## src/rtl/debug_mem_writer_if.sv

```systemverilog
// Write-side bus of the debug poke unit: memory req/ack handshake plus
// register-file / PSW write strobes.
interface debug_mem_writer_if #(
  parameter int unsigned ADDR_W = 16,
  parameter int unsigned DATA_W = 16
);
  logic              mem_req;
  logic              mem_ack;
  logic [ADDR_W-1:0] mem_addr;
  logic [DATA_W-1:0] mem_wdata;
  logic              reg_we;
  logic              psw_we;
  logic [2:0]        reg_idx;
  logic [DATA_W-1:0] reg_wdata;

  modport master (
    output mem_req, mem_addr, mem_wdata, reg_we, psw_we, reg_idx, reg_wdata,
    input  mem_ack
  );

  modport slave (
    input  mem_req, mem_addr, mem_wdata, reg_we, psw_we, reg_idx, reg_wdata,
    output mem_ack
  );
endinterface

```

## src/rtl/debug_mem_writer.sv

```systemverilog
// Board-level debug poke unit: user keys an address then data on SW and the
// block writes main memory (req/ack) or the register file / PSW (1-cycle strobe).
// Optional feature macro: ADDR_AUTOINC_EN (enter in S_DONE bumps the address
// and returns to S_DATA for streaming pokes).
module debug_mem_writer #(
  parameter int unsigned ADDR_W      = 16,
  parameter int unsigned DATA_W      = 16,
  parameter int unsigned ACK_TIMEOUT = 255
) (
  input  logic                 Clock,
  input  logic                 Reset_n,
  input  logic [15:0]          SW,
  input  logic                 key_enter,
  input  logic                 key_cancel,
  input  logic [1:0]           mem_mode,
  debug_mem_writer_if.master   bus,
  output logic [15:0]          disp_value,
  output logic [5:0]           LEDG,
  output logic [15:0]          LEDR
);

  localparam int unsigned TMR_W = $clog2(ACK_TIMEOUT + 1);
  localparam logic [1:0] MODE_MEM = 2'b01;
  localparam logic [1:0] MODE_REG = 2'b10;

  typedef enum logic [2:0] {
    S_ADDR,
    S_DATA,
    S_WRITE,
    S_DONE,
    S_ERR
  } state_e;

  state_e            state_q, state_d;
  logic [ADDR_W-1:0] addr_q, addr_d;
  logic [DATA_W-1:0] data_q, data_d;
  logic [1:0]        tgt_q, tgt_d;
  logic [TMR_W-1:0]  timer_q, timer_d;
  logic              mem_req_q, mem_req_d;
  logic              reg_we_q, reg_we_d;
  logic              psw_we_q, psw_we_d;
  logic [5:0]        ledg_q, ledg_d;
  logic [15:0]       disp_q, disp_d;
  // [0],[1] synchroniser stages, [2] previous synced level for edge detect
  logic [2:0]        ent_sync_q, ent_sync_d;
  logic [2:0]        can_sync_q, can_sync_d;
  logic              enter_p, cancel_p;

  // Key synchronisers and falling-edge press pulses; cancel masks enter
  always_comb begin
    ent_sync_d = {ent_sync_q[1:0], key_enter};
    can_sync_d = {can_sync_q[1:0], key_cancel};
    cancel_p   = can_sync_q[2] & ~can_sync_q[1];
    enter_p    = ent_sync_q[2] & ~ent_sync_q[1] & ~cancel_p;
  end

  // Next-state, datapath and registered-output logic
  always_comb begin
    state_d   = state_q;
    addr_d    = addr_q;
    data_d    = data_q;
    tgt_d     = tgt_q;
    timer_d   = timer_q;
    mem_req_d = 1'b0;
    reg_we_d  = 1'b0;
    psw_we_d  = 1'b0;

    case (state_q)
      S_ADDR: begin
        if (enter_p) begin
          addr_d = ADDR_W'(SW);
          tgt_d  = mem_mode;
          if (mem_mode == MODE_MEM) begin
            state_d = S_DATA;
          end else if (mem_mode == MODE_REG && SW[3:0] <= 4'd8) begin
            state_d = S_DATA;
          end else begin
            state_d = S_ERR;
          end
        end
      end
      S_DATA: begin
        if (cancel_p) begin
          state_d = S_ADDR;
        end else if (enter_p) begin
          data_d  = DATA_W'(SW);
          timer_d = '0;
          state_d = S_WRITE;
          // Strobe/request launch on the same edge as entering S_WRITE
          if (tgt_q == MODE_REG) begin
            reg_we_d = ~addr_q[3];
            psw_we_d = addr_q[3];
          end else begin
            mem_req_d = 1'b1;
          end
        end
      end
      S_WRITE: begin
        if (tgt_q == MODE_REG) begin
          state_d = S_DONE;
        end else if (bus.mem_ack) begin
          state_d = S_DONE;
        end else if (timer_q == TMR_W'(ACK_TIMEOUT - 1)) begin
          state_d = S_ERR;
        end else begin
          mem_req_d = 1'b1;
          timer_d   = timer_q + TMR_W'(1);
        end
      end
      S_DONE: begin
        if (cancel_p) begin
          state_d = S_ADDR;
        end else if (enter_p) begin
`ifdef ADDR_AUTOINC_EN
          // Register targets cycle through R0..R7 and PSW (index 8)
          if (tgt_q == MODE_REG && addr_q[3:0] == 4'd8) begin
            addr_d = {addr_q[ADDR_W-1:4], 4'd0};
          end else begin
            addr_d = addr_q + ADDR_W'(1);
          end
          state_d = S_DATA;
`else
          state_d = S_ADDR;
`endif
        end
      end
      S_ERR: begin
        if (cancel_p) begin
          state_d = S_ADDR;
        end
      end
      default: state_d = S_ADDR;
    endcase

    ledg_d = {tgt_d == MODE_REG, state_d == S_ERR, state_d == S_DONE,
              state_d == S_WRITE, state_d == S_DATA, state_d == S_ADDR};
    disp_d = (state_d == S_ADDR || state_d == S_DATA) ? SW : 16'(data_d);
  end

  // State and datapath registers with synchronous active-low reset
  always_ff @(posedge Clock) begin
    if (!Reset_n) begin
      state_q    <= S_ADDR;
      addr_q     <= '0;
      data_q     <= '0;
      tgt_q      <= '0;
      timer_q    <= '0;
      mem_req_q  <= 1'b0;
      reg_we_q   <= 1'b0;
      psw_we_q   <= 1'b0;
      ledg_q     <= 6'b000001;
      disp_q     <= '0;
      ent_sync_q <= 3'b111;
      can_sync_q <= 3'b111;
    end else begin
      state_q    <= state_d;
      addr_q     <= addr_d;
      data_q     <= data_d;
      tgt_q      <= tgt_d;
      timer_q    <= timer_d;
      mem_req_q  <= mem_req_d;
      reg_we_q   <= reg_we_d;
      psw_we_q   <= psw_we_d;
      ledg_q     <= ledg_d;
      disp_q     <= disp_d;
      ent_sync_q <= ent_sync_d;
      can_sync_q <= can_sync_d;
    end
  end

  assign bus.mem_req   = mem_req_q;
  assign bus.mem_addr  = addr_q;
  assign bus.mem_wdata = data_q;
  assign bus.reg_we    = reg_we_q;
  assign bus.psw_we    = psw_we_q;
  assign bus.reg_idx   = addr_q[2:0];
  assign bus.reg_wdata = data_q;
  assign disp_value    = disp_q;
  assign LEDG          = ledg_q;
  assign LEDR          = 16'(addr_q);

endmodule

```

## src/flat_wrapper.sv

```systemverilog
// flat-port wrapper written by rule: the top's interface ports become plain ports
module debug_mem_writer_flat 
#(
  parameter int unsigned ADDR_W      = 16,
  parameter int unsigned DATA_W      = 16,
  parameter int unsigned ACK_TIMEOUT = 255
)
  (Clock, Reset_n, SW, key_enter, key_cancel, mem_mode, disp_value, LEDG, LEDR, bus_mem_req, bus_mem_addr, bus_mem_wdata, bus_reg_we, bus_psw_we, bus_reg_idx, bus_reg_wdata, bus_mem_ack);
  debug_mem_writer_if #(.ADDR_W(ADDR_W), .DATA_W(DATA_W)) bus_i ();
  input  logic Clock;
  input  logic Reset_n;
  input  logic [15:0] SW;
  input  logic key_enter;
  input  logic key_cancel;
  input  logic [1:0] mem_mode;
  output logic [15:0] disp_value;
  output logic [5:0] LEDG;
  output logic [15:0] LEDR;
  output wire logic [$bits(bus_i.mem_req)-1:0] bus_mem_req;
  output wire logic [$bits(bus_i.mem_addr)-1:0] bus_mem_addr;
  output wire logic [$bits(bus_i.mem_wdata)-1:0] bus_mem_wdata;
  output wire logic [$bits(bus_i.reg_we)-1:0] bus_reg_we;
  output wire logic [$bits(bus_i.psw_we)-1:0] bus_psw_we;
  output wire logic [$bits(bus_i.reg_idx)-1:0] bus_reg_idx;
  output wire logic [$bits(bus_i.reg_wdata)-1:0] bus_reg_wdata;
  input wire logic [$bits(bus_i.mem_ack)-1:0] bus_mem_ack;
  assign bus_mem_req = bus_i.mem_req;
  assign bus_mem_addr = bus_i.mem_addr;
  assign bus_mem_wdata = bus_i.mem_wdata;
  assign bus_reg_we = bus_i.reg_we;
  assign bus_psw_we = bus_i.psw_we;
  assign bus_reg_idx = bus_i.reg_idx;
  assign bus_reg_wdata = bus_i.reg_wdata;
  assign bus_i.mem_ack = bus_mem_ack;
  debug_mem_writer #(.ADDR_W(ADDR_W), .DATA_W(DATA_W), .ACK_TIMEOUT(ACK_TIMEOUT)) u_core (.Clock(Clock), .Reset_n(Reset_n), .SW(SW), .key_enter(key_enter), .key_cancel(key_cancel), .mem_mode(mem_mode), .bus(bus_i), .disp_value(disp_value), .LEDG(LEDG), .LEDR(LEDR));
endmodule
```

## config.mk

```make
export PLATFORM = sky130hd
export DESIGN_NAME = debug_mem_writer_flat
export DESIGN_NICKNAME = d
export VERILOG_FILES = /design/src/rtl/debug_mem_writer_if.sv /design/src/rtl/debug_mem_writer.sv /design/src/flat_wrapper.sv
export SDC_FILE = /design/constraint.sdc
export NUM_CORES = 1
export LEC_CHECK = 0
export BUFFER_PORTS_ARGS = -buffer_cell sky130_fd_sc_hd__buf_2
export CAP_MARGIN = 10
export CORE_MARGIN = 5
export CORE_UTILIZATION = 36
export DETAILED_ROUTE_END_ITERATION = 10
export PLACE_DENSITY_LB_ADDON = 0.05
export SYNTH_ARGS = -nofsm -noshare
export SYNTH_HDL_FRONTEND = slang
export SYNTH_SLANG_ARGS = --single-unit
export TNS_END_PERCENT = 20
```

## constraint.sdc

```tcl
create_clock -name Clock -period 1.95 [get_ports Clock]
set_input_delay 0.39 -clock Clock [delete_from_list [all_inputs] [get_ports Clock]]
set_output_delay 0.39 -clock Clock [all_outputs]
set_load 0.01 [all_outputs]
```

### After elaboration in Yosys (flattened, before gate mapping)

Cells that the tools add are included.

* memory bits (writable): 0
* output and inout port bits: 92
* memories kept: 0
* flip-flop bits (word level): 76
* input port bits: 23
* word-level logic and storage cells: 82
* bits in latches: 0
* memory bits (read-only): 0

* $mul: 0
* bitwise gates (word level): 11
* add/subtract/negate cells: 1
* divide/modulo/power cells: 0
* shift-type cells: 0
* $lt $le $gt $ge: 1
* multiplexer cells: 31
* reduce and logical (&&, ||, !) cells: 8
* eq/ne operators: 18

Operator list (number)
* two-way mux 16 bit: 4
* two-way mux 8 bit: 5
* two-way mux 3 bit: 11
* case mux 8 bit (2 select lines): 1
* case mux 3 bit (5 select lines): 1
* equality test 3 x 2 -> 1 bit (second input constant): 4
* adder 8 x 1 -> 8 bit (second input constant): 1
* equality test 8 bit (second input constant): 1
* inequality test 2 bit (second input constant): 4
* inverter 1 bit: 8
* equality test 2 bit (second input constant): 3
* equality test 3 x 1 -> 1 bit (second input constant): 2
* equality test 3 bit (second input constant): 2
* zero test 3 bit: 2
* two-way mux 1 bit: 6
* AND reduction 6 bit: 1
* OR reduction 5 bit: 1
* <= comparator 4 bit (second input constant): 1
* two-way mux 2 bit: 2
* bitwise AND 1 bit: 3
* equality test 2 x 1 -> 1 bit (second input constant): 1
* inequality test 2 x 1 -> 1 bit (second input constant): 1
* case mux 1 bit (2 select lines): 1
* AND reduction 2 bit: 1
* 3 further kinds: 3

### Depth between registers and ports, before layout

* depth after elaboration: 10
* gate-level depth with buffers: 7
* mapped depth without buffers: 7

### Worst setup path after synthesis

No wires, ideal clock.

* path type: flip-flop to flip-flop
* from: register u_core.state_q[1]
* to: register u_core.disp_q[10], in the netlist u_core.disp_value[10]
* cell stages (with the launch flop): 8
* setup time: 117 ps
* buffers on the path: 2
* arrival: 1558 ps
* required time: 1833 ps
* period minus slack after synthesis: 1674 ps
* slack: 276 ps
* path through: dfxtp_1 -> buf_6 -> or2_4 -> a2111oi_4 -> o21a_4 -> o2bb2ai_4 -> buf_6 -> a22o_1

* cells in the longest elaborated chain, start to end: 7
* elaborated cells on any way between the ends: 20
* classes of those cells: eq/ne: 5; mux: 12; reduce/logical: 3

Ends and longest elaborated chain
* from (decl): RTL line debug_mem_writer.sv:34 `state_e state_q, state_d;`
* from (signal assigned): RTL line debug_mem_writer.sv:156 `state_q <= state_d;`
* two-way mux 3 bit: RTL line debug_mem_writer.sv:103 `end else if (timer_q == TMR_W'(ACK_TIMEOUT - 1)) begin`
* two-way mux 3 bit: RTL line debug_mem_writer.sv:101 `end else if (bus.mem_ack) begin`
* two-way mux 3 bit: RTL line debug_mem_writer.sv:99 `if (tgt_q == MODE_REG) begin`
* case mux 3 bit (5 select lines): RTL line debug_mem_writer.sv:68 `case (state_q)`
* equality test 3 x 1 -> 1 bit or zero test 3 bit (tied branches): RTL line debug_mem_writer.sv:137 `disp_d = (state_d == S_ADDR || state_d == S_DATA) ? SW : 16'(data_d);`
* logical OR 1 bit: RTL line debug_mem_writer.sv:137
* two-way mux 16 bit (*): RTL line debug_mem_writer.sv:137
* to (signal assigned): RTL line debug_mem_writer.sv:165 `disp_q <= disp_d;`
* to (decl): RTL line debug_mem_writer.sv:43 `logic [15:0] disp_q, disp_d;`

Mark *: on every way between the ends. The rest lies on a longest branch, timed or not.
A chain may end at the register's enable or synchronous reset.

### Worst setup path after layout

* from: register u_core.timer_q[0]
* to: register u_core.timer_q[5]

* cells in the longest elaborated chain, start to end: 5
* elaborated cells on any way between the ends: 8
* classes of those cells: add/sub: 1; eq/ne: 2; mux: 4; reduce/logical: 1

Ends and longest elaborated chain
* from (decl): RTL line debug_mem_writer.sv:38 `logic [TMR_W-1:0] timer_q, timer_d;`
* from (signal assigned): RTL line debug_mem_writer.sv:160 `timer_q <= timer_d;`
* adder 8 x 1 -> 8 bit: RTL line debug_mem_writer.sv:107 `timer_d = timer_q + TMR_W'(1);`
* two-way mux 8 bit: RTL line debug_mem_writer.sv:103
* two-way mux 8 bit: RTL line debug_mem_writer.sv:101
* two-way mux 8 bit: RTL line debug_mem_writer.sv:99
* case mux 8 bit (2 select lines): RTL line debug_mem_writer.sv:68

Several ways; a longest one is shown, not always the timed one. The select of a mux whose other input is x is not followed.

==> run metrics <==
first-pass GRT wire length=12900 microns; RSZ-0062 raised after global routing=false; share of cells above drive strength 1=36.1%; CP startpoint=u_core.timer_q[0]; final setup fails=0; Setup TNS=0 ns; CP arrival=2.03 ns; final hold vios=0; critical path class=reg2reg; Cell Pwr Density=800 mW/mm^2; top_reg_cell synth=dfxtp_1; n_diodes=0; Root Buffer=clkbuf_8; synthesis-to-layout area growth=21.4%; minimum clock period=1.79 ns; vias after detailed routing=2660; largest net degree at the start of global routing=20; Final Cycle Share=91.8%; Ports=115; Hold-fix buffers, CTS=0; Post-Place Cells=548; Hold Path Sink=u_core.ent_sync_q[0]; Pwr Total=3.22 mW; CTS tree=built; Tightest Pin Transition=0.414 ns; R2R cell count=7; CTS Buffer Depth=2; crit path cell chain=inv_1 > ha_1 > nand3_1 > o21ai_1 > a211oi_2 > a31oi_1 > a41o_1; Synth Register Bits=76; Die Ht=106 microns; Clock Skews=0.0114 ns; Async S/R FF share, synth=0%; Clock Pin Slew Worst Setup and Hold Paths=0.08 ns; H-Tree Depth=3; # port buffers=114; Final Wtd Congestion=0.827; Cell Area, Placed=0.00383 sq mm; GR Util All Layers=14.4%; worst skew pair latency=0.35 ns; status=finished, final reports clean; worst r2r dst=u_core.timer_q[5]; vias per cell=4.71; HPWL after DPL=6020 microns; Synth Net Count=380; Synth Instances=355; Worst Hold Class=in2reg; average size of a mapped cell=9.35 sq um; number of cells on the worst hold path=2; crit path launch type=flop; register-to-register path setup slack=0.16 ns; Initial Utilization=36.4%; Crit path max-delay family=compound AO/OA/AOI/OAI gates; GR Overflow Total=0; total CTS buffers=9; RR Startpoint=u_core.timer_q[0]; Hold Startpoint=key_enter; die area=0.0112 sq mm; number of synthesized flops with an enable pin=0; nature of the critical path endpoint=flop; Util after Layout=44.2%; Core ar.=0.00911 sq mm; Buf/Inv on CP=1; post-synthesis sequential area ratio=45.9%; DIE WIDTH=106 microns; antenna violations before repair=0; non-filler cells, final=565; slowest CP cell=a211oi_2; DR DRC count=0; Max Cap Violations=0; VDD IR-drop max=369 uV; TritonRoute pass-1 iters=4; wire per inst=14.3 microns; clock sinks=76; Final Max Slew Viols=0; # rows=35; Worst Path Required=2.19 ns; Final Cell Area=0.00403 sq mm; FMAX=559 MHz; number of distinct library cells after synthesis=50; vias in the first global route=2522; Ys Warns=0; Leak=1.83 nW; Total Nets Final=474; drt total wl=8110 microns; Crit Path Max Fanout=5; ANT nets after route=0; CP max stage delay=0.44 ns; Starting DRT DRC Count=51; relative slew slack=72.2%; cell area after synthesis=0.00332 sq mm
[cell usage after synthesis (2+ instances only)]
cell type,number,area share [%]
nand2_1,77,8.7
dfxtp_1,76,46
buf_6,3,1.0
nor2b_1,6,1.1
xnor2_1,4,1.1
a22o_1,16,4.2
ha_1,2,0.75
a211oi_1,2,0.45
and2_1,2,0.38
a21oi_1,4,0.60
nand2b_1,9,1.7
inv_1,8,0.91
buf_2,3,0.45
a21boi_1,4,0.91
nand4_1,2,0.38
o21ai_1,2,0.30
nor2_1,14,1.6
a31oi_1,4,0.75
buf_4,38,8.6
clkbuf_1,8,0.91
o21ai_0,5,0.75
nand3_1,10,1.5
a21boi_0,29,6.6
[sequential cells by signal, indices dropped and copies added, names as in the netlist]
register / count
u_core.bus.mem_req: 1
u_core.disp_value: 16
u_core.LEDG: 6
u_core.state_q: 3
u_core.tgt_q: 2
u_core.timer_q: 8
u_core.LEDR: 16
u_core.ent_sync_q: 3
u_core.bus.psw_we: 1
u_core.can_sync_q: 3
u_core.bus.reg_we: 1
u_core.bus.mem_wdata: 16
[cells in the final DEF (no fill, tap or decap), types with 5 or more instances in the layout]
cell / netlist / layout
buf_2: 3 / 114
nand2_1: 77 / 77
dfxtp_1: 76 / 76
a21boi_0: 29 / 29
buf_4: 38 / 19
a22o_1: 16 / 16
nor2_1: 14 / 14
nand3_1: 10 / 10
nand2b_1: 9 / 9
clkbuf_8: 0 / 9
inv_1: 8 / 8
nor2b_1: 6 / 6
o21ai_0: 5 / 5
[report_power, final]
| part | switching, mW | total [mW] | internal [mW] | leakage, nW |
|---|---|---|---|---|
| logic | 0.218 | 0.395 | 0.177 | 1.11 |
| clock network | 0.593 | 1.18 | 0.592 | 0.100 |
| registers | 0.0295 | 1.64 | 1.61 | 0.619 |
| total | 0.840 | 3.22 | 2.38 | 1.83 |
[cell type report]
type	count	area (sq um)
Multi-Input combinational cell	219	1400
Fill cell	931	5080
Sequential cell	76	1520
Tap cell	111	139
Clock inverter	6	62.6
Timing Repair Buffer	135	744
Inverter	8	30.0
Clock buffer	10	128
[routing by layer]
metal,vias to the layer above,wire length (microns),global-route usage [%]
met3,14,450,3.28
met2,79,3710,23.0
met5,-,0,0
met1,1216,3760,18.6
met4,0,186,6.48
li1,1351,-,-
[worst reg2reg max path: stages (launching register included)]
cell and delay [ns]:
dfxtp_1 0.33, inv_1 0.05, ha_1 0.20, nand3_1 0.15
o21ai_1 0.17, a211oi_2 0.44, a31oi_1 0.14, a41o_1 0.21
[cell families (layout without fill, tap and decap cells)]
family / after synthesis / after routing / synth area share (%)
AOI/OAI and AO/OA: 78 / 78 / 20.1
xor gates and xnor gates: 5 / 5 / 1.32
adders and majority gates: 2 / 2 / 0.754
buffers and inverters: 60 / 159 / 11.9
DFF: 76 / 76 / 45.9
muxes: 1 / 1 / 0.302
and+or+nand+nor: 133 / 133 / 19.8
[repair_timing]
item	in CTS	in global routing
buffers inserted	0	1
endpoints found under the hold margin	0	0
resized for setup	0	1
setup endpoints to repair	0	11
[worst max-delay path by stage]
stage | depth (start not counted) | end
3_3_place_gp | 6 | u_core.LEDR[0]
3_5_place_dp | 6 | u_core.LEDR[12]
2_1_floorplan | 7 | u_core.disp_value[10]
4_1_cts | 6 | u_core.LEDR[12]
5_1_grt | 5 | u_core.LEDG[1]
6_report | 7 | u_core.timer_q[5]
[through the flow]
| step | setup WS, ns | hold WS [ns] |
|---|---|---|
| 2_1_floorplan | 0.276 | 0.386 |
| 3_3_place_gp | 0.0661 | 0.400 |
| 5_1_grt | 0.00437 | 0.224 |
| 3_5_place_dp | 0.0603 | 0.393 |
| 6_report | 0.160 | 0.219 |
| 4_1_cts | 0.0369 | 0.207 |
No activity file was read; power rests on OpenSTA's default activity.
